$ cat config.mk
export PLATFORM = sky130hd
export DESIGN_NAME = ppm16_rx_byte_fifo
export DESIGN_NICKNAME = d
export VERILOG_FILES = /design/src/rtl/ppm16_rx_byte_fifo.sv
export SDC_FILE = /design/constraint.sdc
export NUM_CORES = 1
export LEC_CHECK = 0
export ABC_AREA = 1
export BUFFER_PORTS_ARGS = -buffer_cell sky130_fd_sc_hd__clkbuf_2
export CAP_MARGIN = 30
export CORE_MARGIN = 3
export CORE_UTILIZATION = 35
export DETAILED_ROUTE_END_ITERATION = 6
export SYNTH_ARGS = -nofsm -noshare
export SYNTH_HDL_FRONTEND = slang
export SYNTH_SLANG_ARGS = --single-unit
$ cat constraint.sdc
create_clock -name clk -period 2.9 [get_ports clk]
set_input_delay 0 -clock clk [delete_from_list [all_inputs] [get_ports clk]]
set_output_delay 0 -clock clk [all_outputs]
set_load 0.05 [all_outputs]
$ cat src/rtl/ppm16_rx_byte_fifo.sv
// PPM16 receive byte packer plus first-word-fall-through byte FIFO.
// Optional per-entry start-of-packet tag: define PPM_FIFO_SOP_TAG_EN.
module ppm16_rx_byte_fifo #(
    parameter int DEPTH_LOG2 = 4
) (
    input  logic                  clk,
    input  logic                  resetn,
    input  logic                  sym_valid,
    input  logic [3:0]            sym,
    input  logic                  packet_start,
    input  logic                  rd_en,
    input  logic                  clear_overflow,
    output logic [7:0]            rd_data,
    output logic                  rd_valid,
    output logic                  rd_sop,
    output logic [DEPTH_LOG2:0]   fifo_count,
    output logic                  full,
    output logic                  half_byte,
    output logic                  overflow
);

    localparam int DEPTH = 1 << DEPTH_LOG2;
    localparam logic [DEPTH_LOG2:0] FULL_CNT = {1'b1, {DEPTH_LOG2{1'b0}}};
`ifdef PPM_FIFO_SOP_TAG_EN
    localparam int EW = 9;
`else
    localparam int EW = 8;
`endif

    typedef enum logic [1:0] {S_WAIT, S_HI, S_LO} state_t;

    state_t                state_q, state_d;
    logic [3:0]            nib_q, nib_d;
    logic [DEPTH_LOG2-1:0] wr_ptr_q, rd_ptr_q;
    logic [DEPTH_LOG2:0]   count_q, count_d;
    logic                  ovf_q;
    logic [EW-1:0]         mem_q [DEPTH];

    logic                  wr_req, wr_acc, pop;
    logic [EW-1:0]         wr_entry;

    // Assembler: packet_start always wins and re-aligns the nibble pairing.
    always_comb begin
        state_d = state_q;
        nib_d   = nib_q;
        wr_req  = 1'b0;
        if (packet_start) begin
            if (sym_valid) begin
                nib_d   = sym;
                state_d = S_LO;
            end else begin
                nib_d   = 4'h0;
                state_d = S_HI;
            end
        end else if (sym_valid) begin
            case (state_q)
                S_HI: begin
                    nib_d   = sym;
                    state_d = S_LO;
                end
                S_LO: begin
                    wr_req  = 1'b1;
                    state_d = S_HI;
                end
                default: ;
            endcase
        end
    end

    assign full   = (count_q == FULL_CNT);
    assign pop    = rd_en && (count_q != '0);
    // A pop in the same cycle frees the slot, so a full FIFO can still accept.
    assign wr_acc = wr_req && (!full || pop);

    always_comb begin
        count_d = count_q;
        case ({wr_acc, pop})
            2'b10:   count_d = count_q + 1'b1;
            2'b01:   count_d = count_q - 1'b1;
            default: ;
        endcase
    end

`ifdef PPM_FIFO_SOP_TAG_EN
    logic sop_pend_q;

    // Tag stays pending until a byte is actually stored, so a dropped first byte hands it on.
    always_ff @(posedge clk or negedge resetn) begin
        if (!resetn)           sop_pend_q <= 1'b0;
        else if (packet_start) sop_pend_q <= 1'b1;
        else if (wr_acc)       sop_pend_q <= 1'b0;
    end

    assign wr_entry = {sop_pend_q, nib_q, sym};
    assign rd_sop   = mem_q[rd_ptr_q][8];
`else
    assign wr_entry = {nib_q, sym};
    assign rd_sop   = 1'b0;
`endif

    always_ff @(posedge clk or negedge resetn) begin
        if (!resetn) begin
            state_q  <= S_WAIT;
            nib_q    <= 4'h0;
            wr_ptr_q <= '0;
            rd_ptr_q <= '0;
            count_q  <= '0;
            ovf_q    <= 1'b0;
            for (int i = 0; i < DEPTH; i++) mem_q[i] <= '0;
        end else begin
            state_q <= state_d;
            nib_q   <= nib_d;
            count_q <= count_d;
            if (wr_acc) begin
                mem_q[wr_ptr_q] <= wr_entry;
                wr_ptr_q        <= wr_ptr_q + 1'b1;
            end
            if (pop) rd_ptr_q <= rd_ptr_q + 1'b1;
            if (wr_req && !wr_acc) ovf_q <= 1'b1;
            else if (clear_overflow) ovf_q <= 1'b0;
        end
    end

    assign rd_data    = mem_q[rd_ptr_q][7:0];
    assign rd_valid   = (count_q != '0);
    assign fifo_count = count_q;
    assign half_byte  = (state_q == S_LO);
    assign overflow   = ovf_q;

endmodule

; ---- After elaboration in Yosys (flattened, before gate mapping)
; Index checks and enable logic that the tools add are counted.
[word_totals]
output_inout_bits = 18
word_cells = 71
ff_bits = 148
in_bits = 10
[classes]
add_sub_neg = 4
n_reduce_logical = 15
n_lt_le_gt_ge = 3
muxes = 20
eq_ne = 5
n_bitwise = 2
[op_table]
columns = operator, count
row1 = 128-bit bitwise mux, 1
row2 = 8-bit binary-select mux with 4-bit select, 1
row3 = 8-bit demux with 4-bit select, 1
row4 = 8-bit two-way mux, 3
row5 = 4-bit two-way mux, 4
row6 = "5-bit >= comparator, second input constant", 2
row7 = 4-bit NOT with 5-bit output, 2
row8 = 5-bit one-hot mux with 2 select lines, 1
row9 = "4-bit by 1-bit adder with 4-bit output, second input constant", 2
row10 = 2-bit nonzero test, 4
row11 = 2-bit two-way mux, 3
row12 = "5-bit by 1-bit adder with 5-bit output, second input constant", 1
row13 = "5-bit equality test, second input constant", 1
row14 = "5-bit by 1-bit < comparator with 1-bit output, second input constant", 1
row15 = 1-bit two-way mux, 5
row16 = 5-bit nonzero test, 1
row17 = "5-bit by 1-bit subtractor with 5-bit output, second input constant", 1
row18 = "2-bit by 1-bit equality test with 1-bit output, second input constant", 2
row19 = "2-bit equality test, second input constant", 2
row20 = 1-bit logical AND, 4
row21 = 2-bit one-hot mux with 2 select lines, 1
row22 = 2-bit AND reduction, 2
row23 = 3-bit nonzero test, 1
row24 = 1-bit zero test, 2
row25 = 1-bit logical OR, 1

; ---- Longest topological paths before layout
[logic_depth]
ltp_word = 8
mapped_depth = 14
ltp_nobuf = 13

; ---- Worst setup path after synthesis
; No wires, ideal clock.
[synth_timing]
path_kind = reg2reg
start = reg count_q[3], in the netlist fifo_count[3]
end = reg count_q[4], in the netlist fifo_count[4]
path_stages_with_launch = 14
t_arrival_ns = 2.608
required_time_ns = 2.782
setup_ns = 0.118
n_path_buf = 0
synth_period_minus_slack_ns = 2.726
slack_ns = 0.174
cell_sequence = dfrtp_1 -> nor2_1 -> nand3_1 -> nand2_1 -> inv_1 -> ha_1 -> inv_1 -> fa_1 -> nor2_1 -> nor2_1 -> nand3_1 -> nand2_1 -> nand2_1 -> nand2_1
[synth_via]
elab_chain_cells = 6
word_cells_on_any_way = 12
classes_between = add/sub (2) / eq/ne (3) / mux (1) / reduce/logical (6)
[synth_lines]
columns = element, line
row1 = "start, declared", 35  ; logic [DEPTH_LOG2:0] count_q, count_d;
row2 = "start signal, assigned", 113  ; count_q <= count_d;
row3 = 5-bit nonzero test (*), -
row4 = net rd_valid, 14  ; output logic rd_valid,
row5 = 1-bit logical AND (*), 71  ; assign pop = rd_en && (count_q != '0);
row6 = net pop, 39  ; logic wr_req, wr_acc, pop;
row7 = 1-bit logical OR, 73  ; assign wr_acc = wr_req && (!full || pop);
row8 = 1-bit logical AND, 73
row9 = 2-bit by 1-bit equality test with 1-bit output / 2-bit equality test (equally long branches), 77  ; case ({wr_acc, pop})
row10 = 5-bit one-hot mux with 2 select lines / 2-bit nonzero test (equally long branches), -
; Mark *: on every way through the listed nets, which the timed path passes. The rest lies on a longest branch.
; A chain may end at the register's enable or synchronous reset.

; ---- Worst setup path after layout
[layout_timing]
start = reg count_q[3], in the netlist fifo_count[3]
end = reg count_q[4], in the netlist fifo_count[4]
[layout_via]
elab_chain_cells = 6
word_cells_on_any_way = 12
classes_between = add/sub (2) / eq/ne (3) / mux (1) / reduce/logical (6)
[layout_lines]
columns = element, line
row1 = 5-bit equality test / 5-bit nonzero test (equally long branches), "70, 71"
row2 = 1-bit zero test / 1-bit logical AND (equally long branches), "73, 71"
row3 = 1-bit logical OR, 73
row4 = 1-bit logical AND, 73
row5 = 2-bit by 1-bit equality test with 1-bit output / 2-bit equality test (equally long branches), 77
row6 = 5-bit one-hot mux with 2 select lines / 2-bit nonzero test (equally long branches), -
; Several ways; a longest one is shown, not always the timed one.

==> results.cfg <==
[outcome]
status = complete, no violations

[finish]
syn2layout_area_growth_pct = 12.0
design_area_um2 = 9220
antenna_cells = 0
drive_gt1_frac = 0.0925
fin_nets = 1132
fillerInstances = 2367

[clock_network]
ctsRootBufferMaster = clkbuf_16
clock_path_buffers = 2
cts_max_level = 4
cts_num_sinks = 148
cts_buffers = 17
clkLatencyLatePin_ns = 0.43
cts-resized-gates = 0
cts.reportedPaths.clkPinSlew_ns = 0.06
cts_tree = built

[timing]
fmax_ghz = 0.422
setup_tns_ns = 0
rsz0062_at_grt = no
worstMarginPinSlew_ns = 1.02
clock_skew_ns = 0.00616
fin_crit_sh = 0.816
relSlewSlack = 0.319
setup_violations = 0
hold_viol_final = 0
fin_crit_ns = 2.37
slew_viol_final = 0

[detailed_routing]
wire_per_inst_um = 16.5
drt_wl_total_um = 23700
dr.pass1.iters = 6
vias = 7403
drt_iter0_drc = 804
viasPerCell = 5.15
detail-route-antenna-nets = 0
drc = 0

[logic_synthesis]
syn_avg_cell_area_um2 = 7.32
synthSimpleGateAreaFrac = 0.412
yosys.cell_count.top_type = nand2_1
synth_xor_xnor_area_share = 0.00745
synth_area_leader_cell = dfrtp_1
synthAdderAreaFrac = 0.0161
synth_mux_area_frac = 0
synth_area_leaders = dfrtp_1 45%, nand2_1 21%, nand4_1 9.8%, nand3_1 6.4%, inv_1 5.7%
synth_cell_types = 25
async_reset_ff_frac = 1.00
synth_edf_count = 0
synth_warnings = 0
yosys_register_bits = 148
netlist_instances = 1124
synthFlopType = dfrtp_1
synth_top_family_by_area = simple AND/OR/NAND/NOR gates
synth_area_um2 = 8230
synth_top_area_frac = 0.450
syn_nets = 1144
synth_compound_gate_area_share = 0.00988
synth-seq-area-share = 0.450
synthTopCellsByCount = 461 x nand2_1, 148 x dfrtp_1, 129 x nand4_1

[placement]
place.gp.congestion = 0.865
dp_hpwl_um = 14200
io_buffer_count = 26
dpl_cell_area_um2 = 8510

[pwr]
powerDensity_nw_per_um2 = 973
total_power_uw = 8970
leakagePower_uw = 0.00478
ir_worst_vdd_mv = 0.706

[global_routing]
antenna_found_initial = 0
gr-total-overflow = 0
grtUsageTotal = 0.189
grtUsageMet3 = 0.0341
grt_max_degree = 148
grt.met1_usage = 0.272
top_usage_layer = met2
grt_pass1_wl_um = 38800
use_met2 = 0.288
grt_pass1_vias = 7082

[setup_path]
crit_buf_inv = 1
end_kind = flop
crit_family = simple AND/OR/NAND/NOR gates
start_kind = flop
critPathKind = reg -> reg
crit_fanout = 6
critical-path-max-stage-delay_ns = 0.41
cp_cell_sequence = nor2_1 -> nand4_1 -> nand2_2 -> ha_1 -> inv_1 -> fa_1 -> nor2_1 -> nor2_1 -> nand3_1 -> nand2_1 -> nand2_1 -> nand2_1
worst_ep_required_time_ns = 3.22
crit_arrival_ns = 2.69
crit_slowest_cell = dfrtp_1

[flow_run]
max_cap_violations = 0

[floorplan]
std_cell_rows = 55
die_h_um = 159
core_area_um2 = 22800
dieArea_um2 = 25400
ios = 28
initial_core_util = 0.360
die_w_um = 159

[hold_path]
hp-class = in -> async
## layout by cell type, fill, tap and decap left out
cell type,count
nand2_1,461
dfrtp_1,147
nand4_1,129
inv_1,123
nand3_1,106
clkbuf_2,25
clkbuf_16,17
nor2_2,16
nand3_2,16
o21ai_0,12
nor2_1,11
ha_1,9
buf_4,7
dlygate4sd3_1,6
xor2_1,5
clkbuf_8,5
bufinv_16,4
buf_12,4
inv_2,2
clkinv_1,2
xnor2_1,2
a21oi_1,2
clkinv_2,2
nor3_4,1
nand2_2,1
a31oi_1,1
o21ai_1,1
fa_1,1
conb_1,1
clkbuf_1,1
clkinvlp_4,1
clkinv_4,1
buf_6,1
dfrtp_2,1
## path summary, 6_finish.rpt
check	endpoint	from	slack, ns	depth (start not counted)
setup reg to reg	fifo_count[4]$_DFFE_PN0P_	fifo_count[3]$_DFFE_PN0P_	0.53	12
max in group asynchronous	mem_q[26]$_DFFE_PN0P_	resetn	1.94	3
hold reg to reg	mem_q[51]$_DFFE_PN0P_	mem_q[51]$_DFFE_PN0P_	0.47	2
setup / recovery	fifo_count[4]$_DFFE_PN0P_	fifo_count[3]$_DFFE_PN0P_	0.53	12
hold / removal	overflow$_DFFE_PN0P_	resetn	0.14	2
min in group clk	nib_q[0]$_DFFE_PN0P_	sym[0]	0.24	3
## what timing repair did
| action | 4_1_cts | 5_1_grt |
|---|---|---|
| buffers inserted | 0 | 0 |
| setup endpoints to repair | 0 | 0 |
| hold buffers | 6 | 0 |
| endpoints found under the hold margin | 69 | 0 |
## final cells by class
| cell class | count | area [µm²] | share of cell area |
|---|---|---|---|
| inverters | 127 | 477 | 0.0517 |
| repair buffers | 43 | 329 | 0.0357 |
| well taps | 313 | 392 | 0.0425 |
| multi-input cells | 775 | 3670 | 0.398 |
| flip-flops and latches | 148 | 3700 | 0.402 |
| clock buffers | 23 | 498 | 0.0540 |
| clock inverters | 8 | 146 | 0.0159 |
## cell families after synthesis
group | after synthesis
simple gates | 741
buf+inv | 201
flops | 148
other cells | 1
xor+xnor | 7
compound gates | 16
fa+ha+maj | 10
## registers in the layout (all words and copies together), names as in the netlist
register,flops
mem_q,128
fifo_count,5
nib_q,4
rd_ptr_q,4
wr_ptr_q,4
state_q,2
overflow,1
## routing by layer
metal,part of all wire,up-vias
met5,0,-
met4,0.026,0
met3,0.048,41
met2,0.45,209
met1,0.47,3566
li1,-,3587
## where the power goes
part	switching, µW	internal, µW
logic	2700	989
registers	350	2490
clock network	887	1550
total	3940	5030
## per-stage QoR
step	hold slack, ns	setup slack [ns]	util	instances
after floorplan	-0.296	0.174	-	1124
after global placement	0.0493	0.588	0.373	1400
after detailed placement	0.0521	0.533	0.373	1400
after CTS	0.176	0.516	0.403	1437
after global routing	0.196	0.293	0.403	1437
final	0.143	0.533	0.403	1437
Power figures use the tool's default switching activity.
